## src/rtl/detect_pkg.sv

```systemverilog
// rtl/detect_pkg.sv - shared types and packing helpers for the detection collector
package detect_pkg;

  typedef enum logic [1:0] {
    ST_COLLECT,
    ST_DRAIN,
    ST_TERM,
    ST_RESTART
  } collector_state_t;

  localparam logic [63:0] TERM_WORD = '1;

  function automatic int w_fill(input int w_out, input int w_x, input int w_y, input int w_s);
    return w_out - w_x - w_y - w_s;
  endfunction

  // Field widths are arguments so every collector parametrisation shares one helper.
  function automatic logic [63:0] pack_detect(input logic [63:0] scale, input logic [63:0] y,
                                              input logic [63:0] x, input int w_x, input int w_y);
    return (scale << (w_x + w_y)) | (y << w_x) | x;
  endfunction

endpackage

```

## src/rtl/detect_fifo.sv

```systemverilog
// rtl/detect_fifo.sv - synchronous detection FIFO with full/empty flags
module detect_fifo #(
  parameter int W     = 8,
  parameter int DEPTH = 16
) (
  input  logic         clk,
  input  logic         rst,
  input  logic [W-1:0] in_tdata_i,
  input  logic         in_tvalid_i,
  output logic [W-1:0] out_tdata_o,
  output logic         out_tvalid_o,
  input  logic         out_tready_i,
  output logic         full_o,
  output logic         empty_o
);

  localparam int AW = $clog2(DEPTH);

  logic [W-1:0] mem_q [DEPTH];
  logic [AW:0]  wr_q;
  logic [AW:0]  rd_q;
  logic         push;
  logic         pop;

  assign empty_o      = (wr_q == rd_q);
  assign full_o       = (wr_q[AW] != rd_q[AW]) && (wr_q[AW-1:0] == rd_q[AW-1:0]);
  // Full is judged before any pop this cycle, so a full FIFO never pushes.
  assign push         = in_tvalid_i && !full_o;
  assign pop          = out_tready_i && !empty_o;
  assign out_tvalid_o = !empty_o;
  assign out_tdata_o  = mem_q[rd_q[AW-1:0]];

  always_ff @(posedge clk) begin
    if (rst) begin
      wr_q <= '0;
      rd_q <= '0;
    end else begin
      if (push) wr_q <= wr_q + 1'b1;
      if (pop)  rd_q <= rd_q + 1'b1;
    end
  end

  always_ff @(posedge clk) begin
    if (push) mem_q[wr_q[AW-1:0]] <= in_tdata_i;
  end

endmodule

```

## src/rtl/detect_collector.sv

```systemverilog
// rtl/detect_collector.sv - merges channel hits via round-robin into a FIFO and frames the output
module detect_collector
  import detect_pkg::*;
#(
  parameter int N_CH         = 2,
  parameter int W_X          = 9,
  parameter int W_Y          = 8,
  parameter int W_SCALE      = 4,
  parameter int W_OUT        = 32,
  parameter int FIFO_DEPTH   = 16,
  parameter int MAX_DET      = 255,
  parameter int DROP_ON_FULL = 1,
  parameter int W_CNT        = 16
) (
  input  logic                      clk,
  input  logic                      rst,
  input  logic [N_CH-1:0]           cand_valid,
  output logic [N_CH-1:0]           cand_ready,
  input  logic [N_CH-1:0]           cand_hit,
  input  logic [N_CH-1:0]           cand_eot,
  input  logic [N_CH*W_X-1:0]       cand_x,
  input  logic [N_CH*W_Y-1:0]       cand_y,
  input  logic [N_CH*W_SCALE-1:0]   cand_scale,
  output logic                      detect_pos_valid,
  input  logic                      detect_pos_ready,
  output logic                      detect_pos_eot,
  output logic [W_OUT-1:0]          detect_pos,
  output logic                      detect_interrupt,
  output logic                      frame_restart,
  output logic [W_CNT-1:0]          drop_cnt
);

  localparam int W_ENT  = W_X + W_Y + W_SCALE;
  localparam int W_FILL = w_fill(W_OUT, W_X, W_Y, W_SCALE);
  localparam int PTR_W  = (N_CH > 1) ? $clog2(N_CH) : 1;
  localparam int W_DET  = $clog2(MAX_DET + 1);

  collector_state_t  state_q;
  logic [N_CH-1:0]   eot_mask_q, eot_mask_d;
  logic [W_DET-1:0]  det_cnt_q;
  logic [W_CNT-1:0]  drop_cnt_q, drop_cnt_d;
  logic [PTR_W-1:0]  ptr_q, ptr_d;

  logic [N_CH-1:0]   active, hit_lane, ready_c, accept;
  logic              grant_vld;
  logic [PTR_W-1:0]  grant;
  logic              storable;
  logic              push;
  logic [W_ENT-1:0]  push_data;
  logic [W_ENT-1:0]  fifo_data;
  logic              fifo_out_valid;
  logic              fifo_full;
  logic              fifo_empty;
  logic [W_CNT:0]    drop_sum;
  int                idx;
  int                n_drop;

  assign storable = !fifo_full && (det_cnt_q < W_DET'(MAX_DET));

  // Grant goes to the first hitting, still-open channel at or after the pointer.
  always_comb begin
    active    = '0;
    hit_lane  = '0;
    grant_vld = 1'b0;
    grant     = '0;
    idx       = 0;
    for (int c = 0; c < N_CH; c++) begin
      active[c]   = (state_q == ST_COLLECT) && !eot_mask_q[c];
      hit_lane[c] = active[c] && cand_hit[c];
    end
    for (int i = 0; i < N_CH; i++) begin
      idx = int'(ptr_q) + i;
      if (idx >= N_CH) idx = idx - N_CH;
      if (!grant_vld && hit_lane[idx]) begin
        grant_vld = 1'b1;
        grant     = PTR_W'(idx);
      end
    end
  end

  always_comb begin
    ready_c = '0;
    for (int c = 0; c < N_CH; c++) begin
      if (!active[c])       ready_c[c] = 1'b0;
      else if (!cand_hit[c]) ready_c[c] = 1'b1;
      else if (storable)    ready_c[c] = grant_vld && (grant == PTR_W'(c));
      else                  ready_c[c] = (DROP_ON_FULL != 0);
    end
  end

  assign cand_ready = rst ? '0 : ready_c;
  assign accept     = cand_valid & cand_ready;
  assign push       = grant_vld && accept[grant] && storable;
  assign push_data  = W_ENT'(pack_detect(64'(cand_scale[int'(grant)*W_SCALE +: W_SCALE]),
                                         64'(cand_y[int'(grant)*W_Y +: W_Y]),
                                         64'(cand_x[int'(grant)*W_X +: W_X]), W_X, W_Y));
  assign ptr_d      = (grant == PTR_W'(N_CH - 1)) ? '0 : grant + 1'b1;
  assign eot_mask_d = eot_mask_q | (accept & cand_eot);

  // Any hit accepted while not storable is a drop; under backpressure none are accepted.
  always_comb begin
    n_drop = 0;
    if (!storable) begin
      for (int c = 0; c < N_CH; c++) begin
        if (accept[c] && cand_hit[c]) n_drop = n_drop + 1;
      end
    end
    drop_sum   = {1'b0, drop_cnt_q} + (W_CNT+1)'(n_drop);
    drop_cnt_d = drop_sum[W_CNT] ? '1 : drop_sum[W_CNT-1:0];
  end

  always_ff @(posedge clk) begin
    if (rst) begin
      state_q    <= ST_COLLECT;
      eot_mask_q <= '0;
      det_cnt_q  <= '0;
      drop_cnt_q <= '0;
      ptr_q      <= '0;
    end else begin
      case (state_q)
        ST_COLLECT: begin
          eot_mask_q <= eot_mask_d;
          drop_cnt_q <= drop_cnt_d;
          if (push) begin
            det_cnt_q <= det_cnt_q + 1'b1;
            ptr_q     <= ptr_d;
          end
          if (&eot_mask_d) state_q <= ST_DRAIN;
        end
        ST_DRAIN:   if (fifo_empty) state_q <= ST_TERM;
        ST_TERM:    if (detect_pos_ready) state_q <= ST_RESTART;
        ST_RESTART: begin
          eot_mask_q <= '0;
          det_cnt_q  <= '0;
          drop_cnt_q <= '0;
          ptr_q      <= '0;
          state_q    <= ST_COLLECT;
        end
        default:    state_q <= ST_COLLECT;
      endcase
    end
  end

  detect_fifo #(
    .W     (W_ENT),
    .DEPTH (FIFO_DEPTH)
  ) u_fifo (
    .clk          (clk),
    .rst          (rst),
    .in_tdata_i   (push_data),
    .in_tvalid_i  (push),
    .out_tdata_o  (fifo_data),
    .out_tvalid_o (fifo_out_valid),
    .out_tready_i (detect_pos_ready),
    .full_o       (fifo_full),
    .empty_o      (fifo_empty)
  );

  assign detect_pos_eot   = (state_q == ST_TERM);
  assign detect_interrupt = detect_pos_eot;
  assign detect_pos_valid = detect_pos_eot || fifo_out_valid;
  assign detect_pos       = detect_pos_eot ? W_OUT'(TERM_WORD) :
                            fifo_out_valid ? {{W_FILL{1'b0}}, fifo_data} : '0;
  assign frame_restart    = (state_q == ST_RESTART);
  assign drop_cnt         = drop_cnt_q;

endmodule

```

## config.mk

```make
export PLATFORM = sky130hd
export DESIGN_NAME = detect_collector
export DESIGN_NICKNAME = d
export VERILOG_FILES = /design/src/rtl/detect_pkg.sv /design/src/rtl/detect_fifo.sv /design/src/rtl/detect_collector.sv
export SDC_FILE = /design/constraint.sdc
export NUM_CORES = 1
export LEC_CHECK = 0
export BUFFER_PORTS_ARGS = -buffer_cell sky130_fd_sc_hd__buf_2
export CAP_MARGIN = 20
export CORE_ASPECT_RATIO = 0.7
export CORE_MARGIN = 3
export CORE_UTILIZATION = 50
export CTS_CLUSTER_DIAMETER = 200
export CTS_CLUSTER_SIZE = 30
export DETAILED_ROUTE_END_ITERATION = 8
export PLACE_DENSITY = 0.73
export SYNTH_ARGS = -nofsm -noshare
export SYNTH_HDL_FRONTEND = slang
export SYNTH_SLANG_ARGS = --single-unit
```

## constraint.sdc

```tcl
create_clock -name clk -period 12.8 [get_ports clk]
set_input_delay 3.2 -clock clk [delete_from_list [all_inputs] [get_ports clk]]
set_output_delay 3.2 -clock clk [all_outputs]
set_load 0.02 [all_outputs]
```

* After elaboration in Yosys (flattened, before gate mapping)
Memories as Yosys holds them, arrays and structs flattened. A register that Yosys moved wholly into a read port is not among the register bits. Index checks and enable logic that the tools add are counted. W data, S select, Z words.
Operators by class: magnitude comparators 6, multiplexer cells 43, $mul 1, shift-type cells 3, equal/unequal tests 10, bitwise gates (word level) 6, $add $sub $neg 9, reduce and logical (&&, ||, !) cells 26
Operators with widths (count):
- $mux W32 | 3
- $lt A32 B3 Y1 const B | 2
- $mux W17 | 3
- $pmux W16 S2 | 1
- $mux W1 | 23
- $mux W21 | 1
- $or A21 B17 Y21 | 1
- $or A21 B9 Y21 | 1
- $shiftx A18 B6 Y9 | 1
- $add A16 B17 Y17 | 1
- $add A17 B2 Y17 const B | 1
- $mux W16 | 1
- $pmux W8 S2 | 1
- $shiftx A16 B5 Y8 | 1
- $logic_and A1 B1 Y1 | 15
- $add A5 B1 Y5 const B | 2
- $add A8 B1 Y8 const B | 1
- $lt A8 B8 Y1 const B | 1
- $mux W2 | 4
- $mux W4 | 2
- $mux W8 | 1
- $pmux W2 S4 | 1
- $shiftx A8 B4 Y4 | 1
- $ne A2 B1 Y1 const B | 3
- 25 further kinds | 32
Storage, ports and cells: register bits 39, input bits 51, logic and storage cells 112, RAM bits 336, memories kept 1
Memories:
- u_fifo.mem_q | words 16, width 21, rd ports 1, clocked after Yosys merged registers in 1, write ports 1, line detect_fifo.sv:19 | logic [W-1:0] mem_q [DEPTH];

* Longest topological paths before layout
word-level depth 26, depth in mapped cells 19, depth with buffers taken out 17

* Hierarchy
Synthesis repeated with hierarchy kept, for this count alone.
Second synthesis, totals: cells, all modules 852, area total of the unflattened synthesis 15912.8 sq um
By module, submodules not included:
- detect_fifo | instances 1, cells an instance 566, sequential area each 10369.9 sq um, area each 13494.2 sq um
- detect_collector | instances 1, cells an instance 286, sequential area each 580.6 sq um, area each 2418.6 sq um

* Worst setup path after synthesis
OpenSTA, ideal clock, no wires.
kind input port to output port, start input cand_hit[1], end output cand_ready[0], stages 4, data required time 9.600 ns, buffers on the path 0, setup slack 5.565 ns, arrival time 4.035 ns, cell sequence nor2b_1 > o2111ai_1 > a21oi_1 > nor3_1
On the way: longest elaborated chain between the ends 14, elaborated cells between the ends (all ways) 19
Ends and longest elaborated chain:
- start, declared | line detect_collector.sv:19 | input logic [N_CH-1:0] cand_hit,
- $logic_and A1 B1 Y1 * | line detect_collector.sv:69 | hit_lane[c] = active[c] && cand_hit[c];
- $mux W1 (implied by the code) (3 in series) | line detect_collector.sv:74 | if (!grant_vld && hit_lane[idx]) begin
- $mux W1 | line detect_collector.sv:74
- $logic_not A1 Y1 | line detect_collector.sv:74
- $logic_and A1 B1 Y1 | line detect_collector.sv:74
- $mux W1 | line detect_collector.sv:74
- $not A1 Y1 | line detect_collector.sv:86 | else if (storable) ready_c[c] = grant_vld && (grant == PTR_W'(c));
- $logic_and A1 B1 Y1 * | line detect_collector.sv:86
- $mux W1 * | line detect_collector.sv:86
- $mux W1 * | line detect_collector.sv:85 | else if (!cand_hit[c]) ready_c[c] = 1'b1;
- $mux W1 * | line detect_collector.sv:84 | if (!active[c]) ready_c[c] = 1'b0;
- $mux W2 * | line detect_collector.sv:91 | assign cand_ready = rst ? '0 : ready_c;
- end, declared | line detect_collector.sv:18 | output logic [N_CH-1:0] cand_ready,
Every way passes the cells marked *; elsewhere a longest branch is shown, timed or not. The select of a mux whose other input is x is not followed.

* Final worst setup path
start input rst, end output cand_ready[1]
On the way: longest elaborated chain between the ends 1
Ends and longest elaborated chain:
- start, declared | line detect_collector.sv:16 | input logic rst,
- $mux W2 | line detect_collector.sv:91
No other way between the ends.

==> run summary <==
The flow ran to the end, and the final reports show no timing, DRC or antenna violations. The worst register-to-register path begins at state_q[0]. The tools report the detailed-router iteration count before antenna repair as 5. In this run the clock root is driven by a sky130_fd_sc_hd__clkbuf_16. The run gives 3 as the number of buffers between clock root and the deepest sink.

The run gives 8175 as the total number of vias. The hold violation count in the final report is 0. The worst setup path is launched from a primary input.

Counting I/O delays and the setup requirement, the final critical path takes 7.82 ns. Dividing the detail-routed via count by the number of cells gives 6.01. The design draws 2.34 mW. In this run the power density over the cells is 137 mW/mm². The cell count after synthesis came out at 852. In the final routing, the length of wire on met1 measures 15100 µm. The run gives 0.00443 mm² as the area of combinational cells with multiple inputs. In this run the register-to-register setup slack is 8.12 ns.

After detailed routing, the total wire length is 33500 µm. Averaged over all synthesized cells, the footprint is 18.4 µm². The cell type of the slowest stage on the worst timing path was sky130_fd_sc_hd__clkinv_1. The worst path uses 61.1% of the clock period.

The total stage count of the critical path came out at 4. Slew of the pin with the lowest slew margin: 1.05 ns. sky130_fd_sc_hd__edfxtp_1 takes more of the synthesized area than any other cell. The number of synthesized flops with an enable pin was 336. The run gives 0.000106 V as the peak supply drop. The max-capacitance violation count was 0; the highest fanout seen on the critical path was 31. The overflow left after global routing came out at 0.

The main flop type after synthesis is sky130_fd_sc_hd__edfxtp_1. Buffers added to address setup during post-CTS repair amount to 0. The commonest cells after synthesis are sky130_fd_sc_hd__edfxtp_1, sky130_fd_sc_hd__mux4_2, sky130_fd_sc_hd__nor2_1, sky130_fd_sc_hd__dfxtp_1, sky130_fd_sc_hd__clkbuf_1.

The number of max-slew violations in the final report is 0, and the overall routing resource usage is 20.2%. During synthesis, Yosys emitted a total of 0 warnings. The type of destination of the critical path was an output pin. The count of unresolved DRC violations after routing is 0. The die is 218 µm wide.

The layout has 2297 filler cells. The number of failing setup endpoints in the final timing report was 0; the number of nets in the final layout was 1004. The most critical setup path has its startpoint at rst. The sequential cells in the finished layout cover a total of 0.0110 mm². The cell repeated most along the worst path is sky130_fd_sc_hd__buf_2. For the worst setup path, the data arrival time is 4.62 ns. Cells with a size suffix above 1 make up 32.3% of the layout. The number of global-route vias before repair is 8087.

The analysis attributes to cell leakage a power of 5.66 nW. The area share of the largest cell type after synthesis came out at 64.4%. The floorplan die area was 0.0335 mm². The run gives 9.60 ns as the endpoint required time on the critical path.

The critical path is of the in -> out type. The logs give 105 for the I/O pin count and 0 for the hold-fix buffer count after cts. The sequential share of the synthesized area was 69.9%. The clock latency on the worst-skew pair was 0.52 ns; the HPWL reported at the end of detailed placement was 19200 µm. The share of the core filled with cells was 56.2%; the CTS sink count was 379.

After detailed routing, the average wire length per cell comes to 24.6 µm. Global-route wire length before repair: 51100 µm. The number of register bits inferred by synthesis is 379, and the overall die height is 154 µm. The length of routed met3 wiring was 1970 µm. Counting cells, the worst reg-to-reg path comes to 16. Once detail routing completed, the nets flagged for antenna violations numbered 0. The min-delay analysis places its worst path in the category reg -> reg. In the post-synthesis netlist, the biggest area contributors are sky130_fd_sc_hd__edfxtp_1, sky130_fd_sc_hd__mux4_2, sky130_fd_sc_hd__dfxtp_1.

TritonCTS built the clock tree. The count of standard-cell rows is 53, and the CTS clock-pin slew for the worst setup and hold paths is 0.10 ns. For the wire length on met2, the log shows 16000 µm. In this run, CTS created clock tree buffers numbering 16.

After synthesis, the share of flip-flops with an asynchronous set or reset is 0%. The core region is 0.0304 mm². In this design, the stage delay of the slowest critical-path cell is 0.50 ns.

The logs give 0 for the total inserted antenna cells and 0.0136 ns for the clock tree skew after final layout. Gates resized during post-CTS repair numbered 0. The most repeated cell in the gate-level netlist after synthesis was sky130_fd_sc_hd__edfxtp_1.

Compared with the post-synthesis result, the final layout area differs by 9.35%. The kind of cell with the highest combined delay on the critical path was buffers and inverters. Setup repair after global routing left no endpoint under its margin. The largest net degree at the start of global routing was 49. The final estimated routing congestion in global placement was 0.860; the relative max-transition margin was 29.4%. The tools report the destination of the worst register-to-register timing path as drop_cnt[1]. The initial utilization of the core area, before any placement, comes to 51.4%. Based on the critical path, the design can be clocked at up to 128 MHz.

The number of buffer and inverter stages on the critical path was 3. The critical path ends at cand_ready[1]. The detailed router used layers up to and including met4.

The logs give 918 for the post-synthesis net count and 0 ns for the final total negative setup slack. The initial antenna violation count was 0. After synthesis, the netlist uses 53 different library cells. Cell area after synthesis: 0.0157 mm². The initial DRC count was 995. The number of H-tree levels was 1; the count of input and output buffers was 104. The signal on the critical path passes through buf_2 -> clkinv_1 -> and2_1 -> buf_2.
[layout by cell type, fill, tap and decap left out, types with 6 or more instances in the layout]
cell type and n:
sky130_fd_sc_hd__a21o_1 24, sky130_fd_sc_hd__a21oi_1 21, sky130_fd_sc_hd__a31oi_1 13, sky130_fd_sc_hd__buf_2 104, sky130_fd_sc_hd__buf_4 23, sky130_fd_sc_hd__clkbuf_1 10
sky130_fd_sc_hd__clkbuf_16 17, sky130_fd_sc_hd__dfxtp_1 40, sky130_fd_sc_hd__edfxtp_1 336, sky130_fd_sc_hd__ha_1 13, sky130_fd_sc_hd__inv_1 11, sky130_fd_sc_hd__mux2_2 21
sky130_fd_sc_hd__mux4_2 105, sky130_fd_sc_hd__nand2_1 24, sky130_fd_sc_hd__nand2b_1 10, sky130_fd_sc_hd__nand3_1 17, sky130_fd_sc_hd__nand4_1 6, sky130_fd_sc_hd__nor2_1 39
sky130_fd_sc_hd__nor2_2 12, sky130_fd_sc_hd__nor3_1 9, sky130_fd_sc_hd__o21ai_0 7, sky130_fd_sc_hd__xor2_1 9
[per-layer routing]
| layer | track usage, % | vias to the layer above |
|---|---|---|
| li1 | - | 3578 |
| met5 | 0 | - |
| met2 | 31.4 | 285 |
| met1 | 32.0 | 4285 |
| met4 | 2.82 | 0 |
| met3 | 2.25 | 27 |
[cell type report]
cell class / count / area share [%]
multi-input combinational: 401 / 25.9
sequential: 379 / 64.0
clock inverter: 1 / 0.0658
clock buffer: 27 / 2.70
tap: 412 / 3.01
inverter: 13 / 0.285
timing repair buffer: 127 / 4.05
[worst reg2reg max path: stages (launching register included)]
cell                       delay (ns)
sky130_fd_sc_hd__dfxtp_1         0.37
sky130_fd_sc_hd__inv_1           0.13
sky130_fd_sc_hd__ha_1            0.65
sky130_fd_sc_hd__nand2b_1        0.21
sky130_fd_sc_hd__a31oi_1         0.25
sky130_fd_sc_hd__and3_1          0.20
sky130_fd_sc_hd__ha_1            0.11
sky130_fd_sc_hd__nor2b_1         0.27
sky130_fd_sc_hd__ha_1            0.23
sky130_fd_sc_hd__inv_1           0.06
sky130_fd_sc_hd__fa_1            0.41
sky130_fd_sc_hd__nand3b_1        0.26
sky130_fd_sc_hd__nor4_2          0.45
sky130_fd_sc_hd__nand2b_1        0.45
sky130_fd_sc_hd__a211oi_1        0.38
sky130_fd_sc_hd__a21oi_1         0.07
sky130_fd_sc_hd__nor2_1          0.12
[sequential cells by signal (all words and copies together) (netlist names), named ones only]
signal        cells
u_fifo.mem_q    336
drop_cnt         16
det_cnt_q         8
u_fifo.rd_q       5
u_fifo.wr_q       5
eot_mask_q        2
state_q           2
ptr_q             1
[cell families after synthesis]
logic type | share of synthesized area, %
mux | 16.8
xor+xnor | 0.615
simple gates | 5.29
buf+inv | 2.15
fa+ha+maj | 1.25
flops | 69.9
compound gates | 3.95
[report_power, final]
| part | switching (mW) | internal [mW] |
|---|---|---|
| Clock | 0.362 | 0.255 |
| Combinational | 0.175 | 0.147 |
| Sequential | 0.0218 | 1.38 |
[worst min-delay path by stage]
stage / from / endpoint / slack (ns) / cells past startpoint
3_5_place_dp: det_cnt_q[7] / det_cnt_q[7] / 0.47 / 2
5_1_grt: det_cnt_q[7] / det_cnt_q[7] / 0.50 / 2
6_report: det_cnt_q[7] / det_cnt_q[7] / 0.48 / 2
4_1_cts: det_cnt_q[7] / det_cnt_q[7] / 0.48 / 2
3_3_place_gp: det_cnt_q[7] / det_cnt_q[7] / 0.47 / 2
2_1_floorplan: det_cnt_q[7] / det_cnt_q[7] / 0.45 / 2
[per-stage QoR]
stage / area (µm²) / setup slack, ns / hold WS (ns) / cells
6_report: 17100 / 4.98 / 0.480 / 1360
5_1_grt: 17100 / 4.87 / 0.496 / 1360
4_1_cts: 17100 / 4.97 / 0.481 / 1360
3_5_place_dp: 16600 / 5.00 / 0.466 / 1332
3_3_place_gp: 16600 / 5.02 / 0.467 / 1332
2_1_floorplan: 15700 / 5.57 / 0.447 / 852
Power figures use the tool's default switching activity.
